File: config.mk
export PLATFORM = sky130hd
export DESIGN_NAME = pipe_stage_skid
export DESIGN_NICKNAME = d
export VERILOG_FILES = /design/src/rtl/pipe_stage_skid.sv
export SDC_FILE = /design/constraint.sdc
export NUM_CORES = 1
export LEC_CHECK = 0
export BUFFER_PORTS_ARGS = -buffer_cell sky130_fd_sc_hd__buf_2
export CORE_UTILIZATION = 36
export CTS_CLUSTER_DIAMETER = 60
export DETAILED_ROUTE_END_ITERATION = 8
export HOLD_SLACK_MARGIN = 0.02
export PLACE_DENSITY = 0.6
export SLEW_MARGIN = 20
export SYNTH_ARGS = -nofsm -noshare
export SYNTH_HDL_FRONTEND = slang
export SYNTH_SLANG_ARGS = --single-unit
File: constraint.sdc
create_clock -name clk -period 2.45 [get_ports clk]
set_clock_uncertainty 0.05 [all_clocks]
set_input_delay 0 -clock clk [delete_from_list [all_inputs] [get_ports clk]]
set_output_delay 0 -clock clk [all_outputs]
set_load 0.01 [all_outputs]
File: src/rtl/pipe_stage_skid.sv
// Two-entry skid pipeline stage: 1-cycle latency. in_ready comes only from stage state.
// in_ready drops when the skid slot is occupied, so a stall never combinationally reaches upstream.
module pipe_stage_skid #(
  parameter int W           = 160,
  parameter int BUBBLE_ZERO = 1
) (
  input  logic         clk,
  input  logic         reset,
  input  logic         flush,
  input  logic         in_valid,
  output logic         in_ready,
  input  logic [W-1:0] in_data,
  output logic         out_valid,
  input  logic         out_ready,
  output logic [W-1:0] out_data,
  output logic [1:0]   occupancy
);

  // Encoding equals the entry count, so occupancy is simply the state register.
  typedef enum logic [1:0] {
    EMPTY = 2'd0,
    FULL  = 2'd1,
    SKID  = 2'd2
  } state_t;

  state_t       state;
  logic [W-1:0] main_q;
  logic [W-1:0] skid_q;
  logic         accept;
  logic         consume;

  assign in_ready  = reset & (state != SKID);
  assign out_valid = (state != EMPTY);
  assign occupancy = state;
  assign accept    = in_valid & in_ready;
  assign consume   = out_valid & out_ready;

  // Bubble zeroing presents a nop (ir = 0) downstream whenever the stage is empty.
  assign out_data  = ((BUBBLE_ZERO != 0) && (state == EMPTY)) ? '0 : main_q;

  always_ff @(posedge clk or negedge reset) begin
    if (!reset) begin
      state  <= EMPTY;
      main_q <= '0;
      skid_q <= '0;
    end else if (flush) begin
      state <= EMPTY;
    end else begin
      case (state)
        EMPTY: begin
          if (accept) begin
            main_q <= in_data;
            state  <= FULL;
          end
        end
        FULL: begin
          if (accept && consume) begin
            main_q <= in_data;
          end else if (accept) begin
            skid_q <= in_data;
            state  <= SKID;
          end else if (consume) begin
            state <= EMPTY;
          end
        end
        SKID: begin
          if (consume) begin
            main_q <= skid_q;
            state  <= FULL;
          end
        end
        default: state <= EMPTY;
      endcase
    end
  end

endmodule

==> metrics <==
run status=complete, no violations; largest area contributor in the netlist=dfrtp_1; sequential cell area=0.008058 mm^2; PwrDens=749.5 mW/mm^2; data arrival time of the worst path=2.58 ns; largest family of logic cells by synthesized area=multiplexers; clk_lat worst skew=0.54 ns; post-route setup slack=0.1999 ns; HP Class=input port to flip-flop; Slew Viols, Final=0; post-synth top area share=55.73%; Vias=10560; CTS resizes=0; CP max FO=188; Power Total=14700 uW; drt drc=0; layout cells sized above 1=33.45%; final net count=1867; Die Y=202.4 um; post-synth cell types=23; antenna violations before repair=1; HPWL Detailed=22310 um; buffer levels on the longest clock path=3; CTS root buf=clkbuf_16; Die ar.=0.04097 mm^2; Max Cap Viol=0; Worst Reg2Reg Path Length in Cells=5; port bufs=328; Cells after Synth=1227; Final Instance Area=0.01962 mm^2; final hold violations=0; Post-Route Setup TNS=0 ns; hold path depth=4; Synth Area in XOR/XNOR=0%; crit path launch type=flip-flop; Synth top cells by count=322 x dfrtp_1, 162 x nand2_1, 161 x and2_1, 161 x mux2i_1, 160 x mux2_2; post-synthesis mux area share=23.61%; Yosys reg bits=322; row count=73; WS Path Type=flip-flop to flip-flop; Synth Area in Adders=0%; synth top area cells=dfrtp_1 56%, mux2_2 12%, mux2i_1 11%, and2_1 7.0%, nand2_1 4.2%; Core Area=0.03964 mm^2; Avg Synthesized Cell Area=11.78 um^2; peak supply drop=0.5702 mV; count leader, synth=dfrtp_1; LEAKAGE=0.009457 uW; Horiz. Die Dim=202.4 um; Synthesized Nets=1392; final wirelength=36330 um; slew margin rel.=35.81%; Placed Area=0.01666 mm^2; TritonCTS Buffers=40; initial core utilization=36.47%; TritonRoute pass-1 iters=4; Total GRT Usage=17.90%; RD Place Congestion=0.7833; vias in the first global route=11150; Cell Area, Synth=0.01446 mm^2; TritonCTS sink count=322; fin util=49.48%; Synth Area in Compound Gates=5.781%; CTS H-tree depth=2; Worst EP required=2.78 ns; final setup fails=0; FFs w/ async S/R, synth=100.0%; pin count of the biggest net entering global routing=189; Routed WL per cell=16.12 um; GR Overflow Total=0; CTS clk-pin slew, worst paths=0.06 ns; min Tclk post-route=2.250 ns; area grow syn2layout=35.67%; RSZ-0062 raised after global routing=no; multi-input logic area=0.005943 mm^2; # IOs=329; global-route wire length before repair=58850 um; Tcrit/Tclk final=91.84%; sequential fraction of the synthesis area=55.73%; Synth Warn #=0; Worst Max-Slew Pin Slew=0.9628 ns; Post-synth EDFFs=0; CTS tree=done; vias per cell=4.687; dpl ws=0.3702 ns; post-route ant nets=0; achievable clock frequency=0.4444 GHz; Fill cells=3604; Primary FF master, synth=dfrtp_1; crit path capture type=flip-flop; 1st-iter DRT viols=389; Synth Area in Simple Gates=11.58%
flip-flops by register name, indices dropped and copies added, names as in the netlist:
name	cells
skid_q	160
main_q	160
occupancy	2
metal layers:
metal | share of wire (%) | routed length (um) | vias to the layer above | track usage [%]
met1 | 44 | 15910 | 5149 | 22.69
met2 | 49 | 17760 | 232 | 29.90
li1 | - | - | 5123 | -
met5 | 0 | 0 | - | 0
met3 | 4.7 | 1717 | 60 | 3.628
met4 | 2.6 | 947 | 0 | 6.982
cell usage in the layout, fill, tap and decap left out, types with 2 or more instances in the layout:
| cell | count |
|---|---|
| nand2_1 | 162 |
| dlygate4sd3_1 | 169 |
| nor2_1 | 2 |
| buf_2 | 327 |
| clkbuf_1 | 8 |
| clkbuf_16 | 41 |
| buf_12 | 13 |
| clkbuf_8 | 8 |
| clkinvlp_4 | 3 |
| buf_4 | 12 |
| o21ai_0 | 60 |
| o21ai_1 | 100 |
| mux2_2 | 160 |
| clkinv_2 | 5 |
| mux2i_1 | 161 |
| and2_1 | 161 |
| dfrtp_1 | 322 |
cells by family after synthesis:
group                  count (synthesis)
multiplexers                         321
flip-flops                           322
AND/OR/NAND/NOR                      331
AO/OA/AOI/OAI                        164
buffers and inverters                 89
through the flow:
| step | cells | hold WS [ns] |
|---|---|---|
| 6_report | 2254 | 0.09775 |
| 3_5_place_dp | 2016 | -0.1908 |
| 5_1_grt | 2254 | 0.1089 |
| 3_3_place_gp | 2016 | -0.1904 |
| 2_1_floorplan | 1227 | -0.3456 |
| 4_1_cts | 2253 | 0.07602 |
path summary, 6_finish.rpt:
path                                                from  slack (ns)                 endpoint
min in group asynchronous                          reset        0.12   main_q[88]$_DFFE_PN0P_
worst min register to register   main_q[140]$_DFFE_PN0P_        0.42  main_q[140]$_DFFE_PN0P_
max in group asynchronous                          reset        1.05   skid_q[93]$_DFFE_PN0P_
worst max-delay path            occupancy[0]$_DFFE_PN0P_        0.20   main_q[68]$_DFFE_PN0P_
worst min-delay path                            in_valid         0.1  skid_q[154]$_DFFE_PN0P_
worst max register to register  occupancy[0]$_DFFE_PN0P_        0.20   main_q[68]$_DFFE_PN0P_
final cells by class:
| type | count | share of cell area, % |
|---|---|---|
| antenna | 1 | 0.01276 |
| clock buffer | 57 | 5.945 |
| clock inverter | 11 | 0.4848 |
| multi-input combinational | 816 | 30.30 |
| sequential | 322 | 41.08 |
| tap | 525 | 3.349 |
| timing repair buffer | 522 | 18.83 |
where the power goes:
| part | internal [uW] | switching [uW] |
|---|---|---|
| Sequential | 6370 | 487 |
| Clock | 3410 | 2250 |
| Combinational | 1190 | 1010 |
critical path: stages, from the launching register on:
cell and delay [ns]:
dfrtp_1 0.45, nor2b_2 0.22, o41a_2 0.50, buf_12 0.23
nand2_1 0.24, o21ai_1 0.09
repair_timing:
item | CTS | global route
hold buffers | 169 | 0
setup buffers | 0 | 0
hold endpoints to repair | 644 | 0
Note: power is estimated with default switching activity, not from simulation.
